===== src/rtl/capture_ctrl_if.sv =====
// Sample stream in and ping-pong waveform-buffer write port out of the capture sequencer.
// Strobe semantics, no back-pressure: a sample is consumed in any cycle with sample_valid=1, and the buffer must take a write in any cycle with wr_en=1.
interface capture_ctrl_if #(
  parameter int DW = 12,
  parameter int AW = 10
) ();
  logic          sample_valid;
  logic [DW-1:0] sample;
  logic          wr_en;
  logic          wr_bank;
  logic [AW-1:0] wr_addr;
  logic [DW-1:0] wr_data;
  logic          rd_bank;
  logic          swap;

  modport master (
    input  sample_valid, sample,
    output wr_en, wr_bank, wr_addr, wr_data, rd_bank, swap
  );

  modport slave (
    output sample_valid, sample,
    input  wr_en, wr_bank, wr_addr, wr_data, rd_bank, swap
  );
endinterface


===== src/rtl/capture_ctrl.sv =====
// Trigger/acquisition sequencer: waits for a level crossing or auto timeout, captures
// DEPTH samples into the back bank, then swaps banks on the next display frame start.
module capture_ctrl #(
  parameter int DW      = 12,
  parameter int DEPTH   = 600,
  parameter int AW      = 10,
  parameter int AUTO_TO = 4096
) (
  input  logic           clk,
  input  logic           reset,
  capture_ctrl_if.master bus,
  input  logic [DW-1:0]  trig_level,
  input  logic           trig_falling,
  input  logic           auto_mode,
  input  logic           run,
  input  logic           arm,
  input  logic           frame_start,
  output logic           busy,
  output logic           trig_forced,
  output logic [1:0]     dbg_state
);

  localparam int CW = (AUTO_TO > 1) ? $clog2(AUTO_TO) : 1;

  typedef enum logic [1:0] {
    IDLE    = 2'd0,
    ARMED   = 2'd1,
    CAPTURE = 2'd2,
    DONE    = 2'd3
  } state_t;

  state_t        state_q, state_d;
  logic [DW-1:0] prev_q, prev_d;
  logic          prev_valid_q, prev_valid_d;
  logic [CW-1:0] cnt_q, cnt_d;
  logic [AW-1:0] cap_addr_q, cap_addr_d;
  logic          wr_en_q, wr_en_d;
  logic [AW-1:0] wr_addr_q, wr_addr_d;
  logic [DW-1:0] wr_data_q, wr_data_d;
  logic          rd_bank_q, rd_bank_d;
  logic          busy_q, busy_d;
  logic          trig_forced_q, trig_forced_d;
  logic          swap_q, swap_d;

  logic crossing;
  logic timeout;

  // The trigger inputs are used live, but only matter while ARMED.
  always_comb begin
    if (trig_falling)
      crossing = prev_valid_q && (prev_q >= trig_level) && (bus.sample < trig_level);
    else
      crossing = prev_valid_q && (prev_q < trig_level) && (bus.sample >= trig_level);
    timeout = auto_mode && (cnt_q == CW'(AUTO_TO - 1));
  end

  always_comb begin
    state_d       = state_q;
    prev_d        = prev_q;
    prev_valid_d  = prev_valid_q;
    cnt_d         = cnt_q;
    cap_addr_d    = cap_addr_q;
    wr_en_d       = 1'b0;
    wr_addr_d     = wr_addr_q;
    wr_data_d     = wr_data_q;
    rd_bank_d     = rd_bank_q;
    trig_forced_d = trig_forced_q;
    swap_d        = 1'b0;

    case (state_q)
      IDLE: begin
        if (arm || run) begin
          state_d      = ARMED;
          prev_valid_d = 1'b0;
          cnt_d        = '0;
        end
      end

      ARMED: begin
        if (bus.sample_valid) begin
          prev_d       = bus.sample;
          prev_valid_d = 1'b1;
          if (crossing || timeout) begin
            trig_forced_d = !crossing;
            wr_en_d       = 1'b1;
            wr_addr_d     = '0;
            wr_data_d     = bus.sample;
            cap_addr_d    = AW'(1);
            state_d       = (DEPTH == 1) ? DONE : CAPTURE;
          end else if (auto_mode) begin
            cnt_d = cnt_q + 1'b1;
          end
        end
      end

      CAPTURE: begin
        if (bus.sample_valid) begin
          wr_en_d   = 1'b1;
          wr_addr_d = cap_addr_q;
          wr_data_d = bus.sample;
          if (cap_addr_q == AW'(DEPTH - 1))
            state_d = DONE;
          else
            cap_addr_d = cap_addr_q + 1'b1;
        end
      end

      DONE: begin
        // Samples arriving here are dropped; only frame_start moves us on.
        if (frame_start) begin
          rd_bank_d = ~rd_bank_q;
          swap_d    = 1'b1;
          if (run) begin
            state_d      = ARMED;
            prev_valid_d = 1'b0;
            cnt_d        = '0;
          end else begin
            state_d = IDLE;
          end
        end
      end

      default: state_d = IDLE;
    endcase

    busy_d = (state_d == ARMED) || (state_d == CAPTURE);
  end

  always_ff @(posedge clk or negedge reset) begin
    if (!reset) begin
      state_q       <= IDLE;
      prev_q        <= '0;
      prev_valid_q  <= 1'b0;
      cnt_q         <= '0;
      cap_addr_q    <= '0;
      wr_en_q       <= 1'b0;
      wr_addr_q     <= '0;
      wr_data_q     <= '0;
      rd_bank_q     <= 1'b0;
      busy_q        <= 1'b0;
      trig_forced_q <= 1'b0;
      swap_q        <= 1'b0;
    end else begin
      state_q       <= state_d;
      prev_q        <= prev_d;
      prev_valid_q  <= prev_valid_d;
      cnt_q         <= cnt_d;
      cap_addr_q    <= cap_addr_d;
      wr_en_q       <= wr_en_d;
      wr_addr_q     <= wr_addr_d;
      wr_data_q     <= wr_data_d;
      rd_bank_q     <= rd_bank_d;
      busy_q        <= busy_d;
      trig_forced_q <= trig_forced_d;
      swap_q        <= swap_d;
    end
  end

  assign bus.wr_en    = wr_en_q;
  assign bus.wr_bank  = ~rd_bank_q;
  assign bus.wr_addr  = wr_addr_q;
  assign bus.wr_data  = wr_data_q;
  assign bus.rd_bank  = rd_bank_q;
  assign bus.swap     = swap_q;
  assign busy         = busy_q;
  assign trig_forced  = trig_forced_q;
  assign dbg_state    = state_q;

endmodule


===== src/flat_wrapper.sv =====
// flat-port wrapper written by rule: the top's interface ports become plain ports
module capture_ctrl_flat 
#(
  parameter int DW      = 12,
  parameter int DEPTH   = 600,
  parameter int AW      = 10,
  parameter int AUTO_TO = 4096
)
  (clk, reset, trig_level, trig_falling, auto_mode, run, arm, frame_start, busy, trig_forced, dbg_state, bus_sample_valid, bus_sample, bus_wr_en, bus_wr_bank, bus_wr_addr, bus_wr_data, bus_rd_bank, bus_swap);
  capture_ctrl_if #(.DW(DW), .AW(AW)) bus_i ();
  input  logic clk;
  input  logic reset;
  input  logic [DW-1:0] trig_level;
  input  logic trig_falling;
  input  logic auto_mode;
  input  logic run;
  input  logic arm;
  input  logic frame_start;
  output logic busy;
  output logic trig_forced;
  output logic [1:0] dbg_state;
  input wire logic [$bits(bus_i.sample_valid)-1:0] bus_sample_valid;
  input wire logic [$bits(bus_i.sample)-1:0] bus_sample;
  output wire logic [$bits(bus_i.wr_en)-1:0] bus_wr_en;
  output wire logic [$bits(bus_i.wr_bank)-1:0] bus_wr_bank;
  output wire logic [$bits(bus_i.wr_addr)-1:0] bus_wr_addr;
  output wire logic [$bits(bus_i.wr_data)-1:0] bus_wr_data;
  output wire logic [$bits(bus_i.rd_bank)-1:0] bus_rd_bank;
  output wire logic [$bits(bus_i.swap)-1:0] bus_swap;
  assign bus_i.sample_valid = bus_sample_valid;
  assign bus_i.sample = bus_sample;
  assign bus_wr_en = bus_i.wr_en;
  assign bus_wr_bank = bus_i.wr_bank;
  assign bus_wr_addr = bus_i.wr_addr;
  assign bus_wr_data = bus_i.wr_data;
  assign bus_rd_bank = bus_i.rd_bank;
  assign bus_swap = bus_i.swap;
  capture_ctrl #(.DW(DW), .DEPTH(DEPTH), .AW(AW), .AUTO_TO(AUTO_TO)) u_core (.clk(clk), .reset(reset), .bus(bus_i), .trig_level(trig_level), .trig_falling(trig_falling), .auto_mode(auto_mode), .run(run), .arm(arm), .frame_start(frame_start), .busy(busy), .trig_forced(trig_forced), .dbg_state(dbg_state));
endmodule

===== config.mk =====
export PLATFORM = sky130hd
export DESIGN_NAME = capture_ctrl_flat
export DESIGN_NICKNAME = d
export VERILOG_FILES = /design/src/rtl/capture_ctrl_if.sv /design/src/rtl/capture_ctrl.sv /design/src/flat_wrapper.sv
export SDC_FILE = /design/constraint.sdc
export NUM_CORES = 1
export LEC_CHECK = 0
export CELL_PAD_IN_SITES_DETAIL_PLACEMENT = 0
export CELL_PAD_IN_SITES_GLOBAL_PLACEMENT = 2
export CORE_UTILIZATION = 30
export CTS_CLUSTER_SIZE = 20
export DETAILED_ROUTE_END_ITERATION = 8
export GPL_TIMING_DRIVEN = 0
export PLACE_DENSITY = 0.73
export SYNTH_ARGS = -nofsm -noshare
export SYNTH_HDL_FRONTEND = slang
export SYNTH_SLANG_ARGS = --single-unit

===== constraint.sdc =====
create_clock -name clk -period 2.65 [get_ports clk]
set_input_delay 0.265 -clock clk [delete_from_list [all_inputs] [get_ports clk]]
set_output_delay 0.265 -clock clk [all_outputs]
set_load 0.03 [all_outputs]

Yosys cells after proc, flatten, opt, wreduce, memory -nomap -nowiden
Index checks and enable logic that the tools add are counted.
Widths: inputs -> output; s select.
- add/subtract/negate cells: 2
- magnitude comparators: 4
- eq/ne operators: 16
- multiplexer cells: 40
- bitwise logic cells: 1
- reductions and logical operators: 19
- operators by type and width (operator ; count):
    $mux 12 ; 9
    $mux 10 ; 7
    $pmux 10 s2 ; 2
    $pmux 12 s3 ; 1
    $ge 12x12->1 ; 2
    $lt 12x12->1 ; 2
    $pmux 12 s2 ; 1
    $ne 2x2->1 const B ; 7
    $add 12x1->12 const B ; 1
    $eq 12x12->1 const B ; 1
    $mux 2 ; 6
    $mux 1 ; 11
    $add 10x1->10 const B ; 1
    $eq 10x10->1 const B ; 1
    $reduce_and 5->1 ; 2
    $pmux 2 s4 ; 1
    $reduce_and 7->1 ; 1
    $eq 2x2->1 const B ; 3
    $logic_and 1x1->1 ; 5
    $eq 2x1->1 const B ; 2
    $ne 2x1->1 const B ; 2
    $reduce_and 2->1 ; 2
    $reduce_and 4->1 ; 1
    $logic_or 1x1->1 ; 3
    other kinds (8) ; 8
- register bits after elaboration: 64
- input port bits: 32
- output and inout port bits: 30
- word-level logic and storage cells: 94

Longest topological paths before layout
Gate-level depths: netlist of run 1.
- depth after elaboration: 10
- mapped depth: 12
- mapped depth without buffers: 10

Least setup slack after synthesis of run 1
No wires, ideal clock.
- kind: register -> register
- start: reg u_core.prev_q[5]
- end: reg u_core.cnt_q[7]
- library setup time: 0.078 ns
- arrival time: 2.533 ns
- required time: 2.572 ns
- slack: 0.039 ns
- stages on the path, launching flop included: 11
- path buffers: 1
- clock period less this slack: 2.611 ns
- cell sequence: dfrtp_1 ha_1 a211oi_1 nor2_1 o31a_1 a21oi_2 a2111o_1 nand4b_1 buf_4 or4_1 a21oi_1
- cells in the longest elaborated chain, start to end: 7
- elaborated cells on any way between the ends: 10
- classes of those cells: order compare: 2; eq/ne: 1; mux: 1; reduce/logical: 6
- RTL lines (what ; RTL line ; source):
    start, declared ; capture_ctrl.sv:33 ; logic [DW-1:0] prev_q, prev_d;
    start signal, assigned ; capture_ctrl.sv:145 ; prev_q <= prev_d;
    $lt 12x12->1 / $ge 12x12->1 (equally long branches) ; capture_ctrl.sv:53, capture_ctrl.sv:51 ;
    $logic_and 1x1->1, on equally long branches (2 in series) ; capture_ctrl.sv:53, capture_ctrl.sv:51 ;
    $mux 1 * ; capture_ctrl.sv:50 ; if (trig_falling)
    $logic_or 1x1->1 * ; capture_ctrl.sv:83 ; if (crossing || timeout) begin
    $ne 2x2->1 (no line) * ; -- ;
    $reduce_and 7->1 (no line) * ; -- ;
    end signal, assigned ; capture_ctrl.sv:147 ; cnt_q <= cnt_d;
    end, declared ; capture_ctrl.sv:35 ; logic [CW-1:0] cnt_q, cnt_d;
Mark *: on every way between the ends. The rest lies on a longest branch, timed or not.
A chain may end at the register's enable or synchronous reset.

Final worst setup path of run 1
- start: reg u_core.prev_q[5]
- end: reg u_core.wr_data_q[0] (netlist: u_core.bus.wr_data[0])
- cells in the longest elaborated chain, start to end: 7
- elaborated cells on any way between the ends: 10
- classes of those cells: order compare: 2; eq/ne: 1; mux: 1; reduce/logical: 6
- RTL lines (what ; RTL line ; source):
    $lt 12x12->1 / $ge 12x12->1 (equally long branches) ; capture_ctrl.sv:53, capture_ctrl.sv:51 ;
    $logic_and 1x1->1, on equally long branches (2 in series) ; capture_ctrl.sv:53, capture_ctrl.sv:51 ;
    $mux 1 * ; capture_ctrl.sv:50 ;
    $logic_or 1x1->1 * ; capture_ctrl.sv:83 ;
    $ne 2x1->1 (no line) * ; -- ;
    $reduce_and 4->1 (no line) * ; -- ;
    end signal, assigned ; capture_ctrl.sv:151 ; wr_data_q <= wr_data_d;
    end, declared ; capture_ctrl.sv:39 ; logic [DW-1:0] wr_data_q, wr_data_d;
Marked as above.

==> results.cfg, run 1 <==
[run_status]
result_of_the_run = finished, violations left
failed_checks = design-rule violations, negative setup slack

[timing]
setup_ws_ps = -47.9
finalCritPeriodShare = 1.02
fmaxAchievable_ghz = 0.371
final.setup_skew_ps = 8.74
finalMaxSlewViolations = 0
setup-tns-final_ps = -408
grt_setup_unrepaired = yes
final-setup-viol-count = 16
worst-slew-pin-transition_ps = 867
final-hold-violation-count = 0
worst_slew_margin_rel = 0.422
timing.hold.ws_ps = 16.6
min_period_ps = 2700

[placement]
dp_cells = 572
postPlaceCellArea_sq_um = 4440
io_buffers = 61
preCtsSetupSlack_ps = -761
routabilityCongestion = 0.766
hpwl_um = 6610

[logic_synthesis]
synth_enable_flop_cells = 0
synth.cells.most_frequent = sky130_fd_sc_hd__dfrtp_1, sky130_fd_sc_hd__inv_1, sky130_fd_sc_hd__nand2_1, sky130_fd_sc_hd__ha_1
synth_cell_type_count = 45
muxShareOfSynthArea = 0.0767
synth-async-reset-ratio = 1.00
synth.largest_area_cell = sky130_fd_sc_hd__dfrtp_1
synth-adder-area-share = 0.106
netlist.area_leader.share = 0.439
post_synthesis_compound_gate_area_fraction = 0.163
average_footprint_of_a_synthesized_cell_sq_um = 9.92
ys_seq_area_frac = 0.439
synth_top_cells_by_area = sky130_fd_sc_hd__dfrtp_1, sky130_fd_sc_hd__ha_1, sky130_fd_sc_hd__mux2_2
mappedNetlistNets = 431
post_synth_and_or_nand_nor_area_fraction = 0.157
syn-cell-area_sq_um = 3650
synth-seq-cells = 64
synthesis.instances = 368
yosys.cell_count.top_type = sky130_fd_sc_hd__dfrtp_1
ys_warn_count = 0
combinational_family_with_the_most_area_after_synthesis = compound AO/OA/AOI/OAI gates
postSynth.topFlopCell = sky130_fd_sc_hd__dfrtp_1
synthXorXnorAreaFrac = 0.00480

[cts]
cts.sink_count = 64
cts_buffers = 9
clk_latency_ps = 330
cts_htree_levels = 3
worst_setup_hold_path_clk_slew_ps = 50
cts.root.buffer_cell = sky130_fd_sc_hd__clkbuf_16
cts_tree = done
clock_tree.buffer_depth = 2

[cells_and_area]
final_non_filler_cells = 603
finish.utilization = 0.440
nNetsFinal = 518
multiInputGateArea_sq_um = 2070
post_route_cells_drive_above_1_share = 0.217
area_growth_from_synthesis_to_layout_pct = 40.6
final_cell_area_sq_um = 5140
seq_area_sq_um = 1600
antennaDiodeCount = 0
num-fill-cells = 1135

[setup_path]
cp-start-kind = flip-flop
reg2reg_depth = 11
critical_path_arrival_ps = 2910
reg2reg_slack_ps = -50
critical_path.reg2reg.startpoint = u_core.prev_q[5]
cp_data_required_time_ps = 2860
timing.critical_path.fanout_max = 5
worst_setup_path_end_kind = flip-flop
critical_path_class = reg -> reg
crit-reg2reg-capture = u_core.bus.wr_data[0]

[global_routing]
grt_use_met1 = 0.213
sum_of_overflow_across_all_layers_after_global_routing = 0
first_pass_grt_wire_length_um = 15700
grt.met2_usage = 0.258
antenna_found_initial = 0
global_route_met3_usage = 0.0416
busiest_layer = met2
first_global_vias = 3075
grt_usage = 0.161
grt_start_max_net_pins = 65

[floorplanning]
placement_rows = 39
dieArea_sq_um = 12600
die-height_um = 112
io_pins = 62
die_w_um = 112
initial_core_util = 0.313
core_region_area_sq_um = 11700

[power_and_ir_drop]
power_leakage_nw = 2.18
fin_total_pwr_mw = 4.68
vdd_drop_max_mv = 0.497
power-per-cell-area_nw_per_um2 = 911

[drt]
drtIter0Drc = 92
final_antenna_net_count = 0
drt_pre_antenna_iters = 7
wirelength_um = 9560
detailroute.via_count = 3030
detailed_route_drc_error_count = 1
route.detailed.vias_per_inst = 5.02
detail_route.wl_per_cell_um = 15.8

[min_path]
worst_hold_path_type = in -> async

[job]
max_cap_violations = 0
-- power by group --
group	switching [mW]	internal, mW	leakage, nW
registers	0.172	1.22	0.825
logic	1.04	0.949	1.21
clock network	0.443	0.847	0.152
-- worst max-delay path, cell delays in order, from the launching register on --
cell and delay [ps]:
sky130_fd_sc_hd__dfrtp_1 400, sky130_fd_sc_hd__ha_4 280, sky130_fd_sc_hd__nand4_1 170, sky130_fd_sc_hd__buf_4 190
sky130_fd_sc_hd__nor2_2 90, sky130_fd_sc_hd__nand2_1 60, sky130_fd_sc_hd__a2111o_1 450, sky130_fd_sc_hd__buf_6 150
sky130_fd_sc_hd__a41oi_4 190, sky130_fd_sc_hd__buf_6 150, sky130_fd_sc_hd__buf_8 130, sky130_fd_sc_hd__mux2_4 300
-- flip-flops by register name, indices dropped and copies added, names as in the netlist --
| signal | cells |
|---|---|
| u_core.cap_addr_q | 10 |
| u_core.prev_valid_q | 1 |
| u_core.cnt_q | 12 |
| u_core.bus.wr_addr | 10 |
| u_core.prev_q | 12 |
| u_core.dbg_state | 2 |
| u_core.busy | 1 |
| u_core.bus.wr_data | 12 |
| u_core.bus.wr_en | 1 |
| u_core.bus.swap | 1 |
| u_core.trig_forced | 1 |
| u_core.bus.rd_bank | 1 |
-- final cells by class --
cell class | instances | share of cell area
inverter | 36 | 0.0263
tap | 143 | 0.0348
sequential | 64 | 0.312
clock inverter | 5 | 0.0156
timing repair buffer | 77 | 0.146
multi-input combinational | 255 | 0.403
buffer | 12 | 0.0149
clock buffer | 11 | 0.0473
-- cells by family after synthesis --
| kind of cell | count (synthesis) |
|---|---|
| adder cells (fa/ha/maj) | 31 |
| AND/OR/NAND/NOR | 113 |
| buffers and inverters | 49 |
| XOR/XNOR | 2 |
| flip-flops | 64 |
| AO/OA/AOI/OAI | 84 |
| multiplexers | 25 |
-- how the worst max path moves through the flow --
| stage | start | endpoint |
|---|---|---|
| 3_5_place_dp | trig_level[5] | u_core.cnt_q[10] |
| 5_1_grt | trig_level[3] | u_core.cnt_q[5] |
| 3_3_place_gp | reset | u_core.cap_addr_q[8] |
| 6_report | u_core.prev_q[5] | u_core.bus.wr_data[0] |
| 4_1_cts | u_core.prev_q[5] | u_core.bus.wr_data[10] |
| 2_1_floorplan | u_core.prev_q[5] | u_core.cnt_q[7] |
-- per-layer routing --
layer  wire length, um  share of wire  vias to the layer above
met4               125          0.013                        0
met2              4440           0.46                       46
li1                  -              -                     1504
met3               335          0.035                       10
met5                 0              0                        -
met1              4650           0.49                     1470
-- placed cells by master, fill, tap and decap left out, types with 3 or more instances in the layout --
master                            Yosys  routed
sky130_fd_sc_hd__inv_2                0       5
sky130_fd_sc_hd__nor2b_1              3       3
sky130_fd_sc_hd__ha_1                31      21
sky130_fd_sc_hd__and3_1               4       4
sky130_fd_sc_hd__ha_4                 0       8
sky130_fd_sc_hd__buf_6                0       7
sky130_fd_sc_hd__or3_1                5       3
sky130_fd_sc_hd__dlygate4sd2_1        0      10
sky130_fd_sc_hd__dfrtp_1             64      64
sky130_fd_sc_hd__and2_1               3       3
sky130_fd_sc_hd__o21ai_1              0       3
sky130_fd_sc_hd__nand3_1             24      24
sky130_fd_sc_hd__clkbuf_16            0       9
sky130_fd_sc_hd__nand2b_1             5       5
sky130_fd_sc_hd__a21bo_2              4       4
sky130_fd_sc_hd__clkdlybuf4s50_1      0      49
sky130_fd_sc_hd__a21oi_1             16      15
sky130_fd_sc_hd__o21ai_0             23      20
sky130_fd_sc_hd__buf_4                2      11
sky130_fd_sc_hd__or4_1                5       5
sky130_fd_sc_hd__nand4_1              7       7
sky130_fd_sc_hd__inv_1               36      31
sky130_fd_sc_hd__nor2_1              16      13
sky130_fd_sc_hd__nor2_2               0       3
sky130_fd_sc_hd__o211ai_1             9       9
sky130_fd_sc_hd__mux2_2              24      13
sky130_fd_sc_hd__or2_2                3       3
sky130_fd_sc_hd__o31a_1               3       3
sky130_fd_sc_hd__clkbuf_1             8       6
sky130_fd_sc_hd__o31ai_1              8       8
sky130_fd_sc_hd__mux2_4               0      11
sky130_fd_sc_hd__nand2_1             32      30
-- timing repair --
action | 4_1_cts | 5_1_grt
pin swaps | 26 | 2
buffers inserted | 13 | 2
cloned | 2 | 0
resized for setup | 58 | 12
setup endpoints to repair | 45 | 53
hold buffers | 0 | 0
Note: power is estimated with default switching activity, not from simulation.
==> run 2: changes to the inputs <==
CORE_MARGIN = 4   (was not set)
==> run 2 against run 1 <==
- the run ends with negative setup slack left
- hold slack gained 22 ps
- sequential power hardly changed
- cell count rose by 1.5%
- utilization rose by 0.64 points
- sequential share of layout area fell by 1.2 points
- first-iteration DRC count shrank 1.1%
- wire length increased by 3.9%
==> results.cfg, run 2 (synthesis results as in run 1) <==
[run_status]
result_of_the_run = finished, violations left
failed_checks = negative setup slack

[timing]
finalCritPeriodShare = 1.03
finalMaxSlewViolations = 0
min_period_ps = 2720
final-hold-violation-count = 0
worst-slew-pin-transition_ps = 855
timing.hold.ws_ps = 38.9
setup_ws_ps = -67.0
final-setup-viol-count = 13
final.setup_skew_ps = 10.2
grt_setup_unrepaired = yes
fmaxAchievable_ghz = 0.368
worst_slew_margin_rel = 0.430

[cells_and_area]
area_growth_from_synthesis_to_layout_pct = 46.3
most-common-layout-cells = sky130_fd_sc_hd__dfrtp_1, sky130_fd_sc_hd__clkdlybuf4s50_1, sky130_fd_sc_hd__nand2_1
antennaDiodeCount = 0
post_route_cells_drive_above_1_share = 0.282
nNetsFinal = 524
layout_commonest_cell = sky130_fd_sc_hd__dfrtp_1
num-fill-cells = 1137

[global_routing]
sum_of_overflow_across_all_layers_after_global_routing = 0
grt_start_max_net_pins = 65
first_pass_grt_wire_length_um = 16700
first_global_vias = 3261
grt_usage = 0.147
antenna_found_initial = 0

[setup_path]
cp_num_buf_inv = 7
critical_path.reg2reg.startpoint = u_core.prev_q[9]
cp-start-kind = input pin
timing.critical_path.slowest_cell_delay_ps = 460
critical_path_arrival_ps = 2930
cp_data_required_time_ps = 2860
worst_setup_path_end_kind = flip-flop
timing.critical_path.fanout_max = 5
critical_path_class = in -> reg
worst_path_dominant_cell_family = buffers and inverters
crit_slowest_cell = sky130_fd_sc_hd__clkdlybuf4s50_1
cp_cell_sequence = clkdlybuf4s50_1 -> inv_1 -> ha_1 -> nand2_1 -> nor2_2 -> buf_4 -> buf_4 -> nand2_1 -> a2111o_1 -> buf_6 -> a41oi_4 -> buf_6 -> buf_8 -> mux2_4
startpoint = trig_level[10]

[min_path]
worst_hold_path_type = in -> async

[power_and_ir_drop]
fin_total_pwr_mw = 4.59
intPower_mw = 2.89
power-per-cell-area_nw_per_um2 = 859
p_switching_mw = 1.70
power.share.combinational = 0.468
vdd_drop_max_mv = 0.355
swShare = 0.370
seq_power_share = 0.304
clock_power_share = 0.228
power_leakage_nw = 2.28

[cts]
cts.sink_count = 64
clock_tree.buffer_depth = 2
cts.root.buffer_cell = sky130_fd_sc_hd__clkbuf_16
cts_buffers = 9
cts_tree = done
worst_setup_hold_path_clk_slew_ps = 50
cts_hold_buffers = 0
clk_latency_ps = 330
cts_htree_levels = 3

[floorplanning]
core_region_area_sq_um = 12000
initial_core_util = 0.305
io_pins = 62
dieArea_sq_um = 14000
die_w_um = 118
placement_rows = 40
die-height_um = 118

[drt]
drt_pre_antenna_iters = 4
drtIter0Drc = 91
detailed_route_drc_error_count = 0
detail_route.wl_per_cell_um = 16.2
wirelength_um = 9930
route.detailed.vias_per_inst = 4.94
detailroute.via_count = 3026
final_antenna_net_count = 0

[placement]
io_buffers = 61
routabilityCongestion = 0.798
preCtsSetupSlack_ps = -732
hpwl_um = 6780

[job]
max_cap_violations = 0
[run 2: area by class of cell]
type                       instances  area, sq um  area share
multi-input combinational        255         2230       0.417
sequential                        64         1600       0.300
timing repair buffer              84          843       0.158
clock buffer                      11          233      0.0435
tap                              147          184      0.0344
inverter                          36          135      0.0253
buffer                            11         93.8      0.0176
clock inverter                     4         22.5     0.00421
[run 2: per-layer routing]
layer  share of wire  GRT usage  vias to the layer above
met5               0          0                        -
li1                -          -                     1506
met3           0.047     0.0469                       11
met2            0.48      0.239                       48
met1            0.46      0.190                     1461
met4           0.010     0.0352                        0
[run 2: worst paths after layout]
kind                                          endpoint  slack [ps]  depth (start not counted)
worst max-delay path            u_core.bus.wr_data[10]         -70                         14
worst min-delay path                  u_core.prev_q[9]          40                          1
worst max register to register  u_core.bus.wr_data[10]         -40                         12
worst min register to register        u_core.prev_q[0]         500                          2
max in group asynchronous             u_core.prev_q[1]        2050                          1
min in group clk                 u_core.bus.wr_data[0]         210                          2
[run 2: power groups by stage]
stage | Clock [mW] | Combinational, mW | Sequential, mW
2_1_floorplan | 0 | 0.847 | 1.61
3_3_place_gp | 0 | 1.67 | 1.38
3_5_place_dp | 0 | 1.69 | 1.39
4_1_cts | 1.09 | 2.03 | 1.40
5_1_grt | 1.13 | 2.34 | 1.43
6_report | 1.04 | 2.15 | 1.40
[run 2: timing repair]
item / CTS / global route
setup buffers: 12 / 9
pin swaps: 24 / 26
cloned: 1 / 2
resized for setup: 66 / 68
endpoints found under the setup margin: 44 / 53
[run 2: worst reg2reg max path, stage by stage (launching register included)]
cell and delay, ps:
sky130_fd_sc_hd__dfrtp_1 410, sky130_fd_sc_hd__ha_4 280, sky130_fd_sc_hd__nand2_1 60, sky130_fd_sc_hd__nor2_2 140, sky130_fd_sc_hd__buf_4 120, sky130_fd_sc_hd__buf_4 90
sky130_fd_sc_hd__nand2_1 40, sky130_fd_sc_hd__a2111o_1 440, sky130_fd_sc_hd__buf_6 150, sky130_fd_sc_hd__a41oi_4 280, sky130_fd_sc_hd__buf_6 150, sky130_fd_sc_hd__buf_8 130
sky130_fd_sc_hd__mux2_4 300
[run 2: through the flow]
stage	instances	TNS [ps]	cell area [sq um]	util
floorplan	368	0	3650	-
global placement	576	-92900	4450	0.372
detailed placement	576	-27260	4440	0.372
CTS	603	-527	5070	0.424
global route	612	-3320	5340	0.447
finish	612	-491	5340	0.447
==> run 3: changes to the inputs <==
RECOVER_POWER = 100   (was not set)
TNS_END_PERCENT = 50   (was not set)
==> run 3 against run 2 <==
- the run ends with max-capacitance violations, max-slew violations, negative setup slack left
- hold slack gained 170 ps
- global-route usage is 0.061 points lower
- utilization fell by 1.0 points
- critical path type unchanged
- highest routed layer unchanged
==> results.cfg, run 3 (synthesis results as in run 1) <==
[cts]
cts.root.buffer_cell = sky130_fd_sc_hd__clkbuf_16
cts_hold_buffers = 0
cts.sink_count = 64
clk_latency_ps = 330
cts_tree = done
worst_setup_hold_path_clk_slew_ps = 50
clock_tree.buffer_depth = 2
cts_buffers = 9
cts_htree_levels = 3

[global_routing]
grt_start_max_net_pins = 65
first_pass_grt_wire_length_um = 16600
first_global_vias = 3245
grt_usage = 0.146
antenna_found_initial = 0
sum_of_overflow_across_all_layers_after_global_routing = 0

[drt]
drtIter0Drc = 102
wirelength_um = 9820
detailroute.via_count = 3009
drt_pre_antenna_iters = 5
detail_route.wl_per_cell_um = 16.2
route.detailed.vias_per_inst = 4.97
detailed_route_drc_error_count = 0
final_antenna_net_count = 0

[setup_path]
reg2reg_depth = 12
timing.critical_path.depth = 14
cp_cell_sequence = clkdlybuf4s50_1 -> inv_1 -> ha_1 -> nand2_1 -> nor2_2 -> buf_4 -> buf_4 -> nand2_1 -> a2111o_1 -> buf_6 -> a41oi_4 -> buf_6 -> buf_8 -> mux2_4
timing.critical_path.fanout_max = 5
cp-start-kind = input pin
cp_num_buf_inv = 7
timing.critical_path.slowest_cell_delay_ps = 460
cp_data_required_time_ps = 2860
critical_path_arrival_ps = 2930
critical_path_class = in -> reg
worst_path_dominant_cell_family = buffers and inverters
worst_setup_path_end_kind = flip-flop
crit_slowest_cell = sky130_fd_sc_hd__clkdlybuf4s50_1

[timing]
worst-slew-pin-transition_ps = 1660
setup-tns-final_ps = -406
setup_ws_ps = -68.7
final-hold-violation-count = 0
grt_setup_unrepaired = yes
finalMaxSlewViolations = 65
fmaxAchievable_ghz = 0.368
min_period_ps = 2720
worst_slew_margin_rel = -0.108
finalCritPeriodShare = 1.03
final-setup-viol-count = 9
final.setup_skew_ps = 11.0

[cells_and_area]
most-common-layout-cells = sky130_fd_sc_hd__dfrtp_1, sky130_fd_sc_hd__nand2_1, sky130_fd_sc_hd__dlygate4sd3_1
nNetsFinal = 518
final_cell_area_sq_um = 5220
final_non_filler_cells = 606
area_growth_from_synthesis_to_layout_pct = 43.0
antennaDiodeCount = 0
layout_commonest_cell = sky130_fd_sc_hd__dfrtp_1
post_route_cells_drive_above_1_share = 0.251

[power_and_ir_drop]
fin_total_pwr_mw = 4.44
power_leakage_nw = 2.29
power-per-cell-area_nw_per_um2 = 851
swShare = 0.375
vdd_drop_max_mv = 0.382
seq_power_share = 0.313
power.share.combinational = 0.451
p_switching_mw = 1.67
clock_power_share = 0.236
intPower_mw = 2.78

[placement]
dp_cells = 576
hpwl_um = 6780
routabilityCongestion = 0.798
io_buffers = 61
postPlaceCellArea_sq_um = 4440
preCtsSetupSlack_ps = -732

[min_path]
whs_path_depth = 2
worst_hold_path_type = in -> reg

[floorplanning]
placement_rows = 40
core_region_area_sq_um = 12000
dieArea_sq_um = 14000
die-height_um = 118
io_pins = 62
initial_core_util = 0.305
die_w_um = 118

[run_status]
result_of_the_run = finished, violations left
failed_checks = max-capacitance violations, max-slew violations, negative setup slack

[job]
max_cap_violations = 1
run 3: power by group through the flow:
stage               registers [mW]  clock network (mW)  logic [mW]
global placement              1.38                   0        1.67
floorplan                     1.61                   0       0.847
detailed placement            1.39                   0        1.69
finish                        1.39                1.05        2.00
global route                  1.42                1.13        2.20
CTS                           1.40                1.09        2.03
run 3: final timing paths:
check / startpoint / to / slack [ps]
worst max-delay path: trig_level[10] / u_core.bus.wr_data[10] / -70
worst min-delay path: bus_sample[0] / u_core.bus.wr_data[0] / 210
worst max register to register: u_core.prev_q[9] / u_core.bus.wr_data[10] / -40
worst min register to register: u_core.prev_q[0] / u_core.prev_q[0] / 500
max in group asynchronous: reset / u_core.prev_q[3] / 1300
min in group asynchronous: reset / u_core.prev_q[9] / 360
run 3: repair_timing:
action | 4_1_cts | 5_1_grt
cloned | 1 | 1
pin swaps | 23 | 25
setup buffers | 11 | 4
gates resized for setup | 65 | 52
endpoints found under the setup margin | 44 | 51
run 3: area by class of cell:
class	count	area (sq um)
Timing Repair Buffer	77	777
Fill cell	1148	6740
Inverter	36	135
Clock inverter	4	22.5
Tap cell	147	184
Sequential cell	64	1600
Multi-Input combinational cell	255	2170
Buffer	12	96.3
Clock buffer	11	233
run 3: layer usage:
metal / part of all wire / wire length, um / track usage / vias up
met4: 0.0095 / 93 / 0.0352 / 0
li1: - / - / - / 1492
met2: 0.48 / 4680 / 0.237 / 45
met3: 0.046 / 455 / 0.0469 / 13
met5: 0 / 0 / 0 / -
met1: 0.47 / 4590 / 0.190 / 1459
run 3: stage by stage:
step | utilization | hold WS (ps)
global placement | 0.372 | 467
CTS | 0.423 | 79.1
finish | 0.437 | 211
global route | 0.437 | 197
detailed placement | 0.372 | 416
floorplan | - | -30.6
run 3: worst register-to-register path, cell delays in order (launching register included):
cell                       delay (ps)
sky130_fd_sc_hd__dfrtp_1          410
sky130_fd_sc_hd__ha_4             280
sky130_fd_sc_hd__nand2_1           60
sky130_fd_sc_hd__nor2_2           140
sky130_fd_sc_hd__buf_4            120
sky130_fd_sc_hd__buf_4             90
sky130_fd_sc_hd__nand2_1           40
sky130_fd_sc_hd__a2111o_1         440
sky130_fd_sc_hd__buf_6            150
sky130_fd_sc_hd__a41oi_4          280
sky130_fd_sc_hd__buf_6            150
sky130_fd_sc_hd__buf_8            130
sky130_fd_sc_hd__mux2_4           300
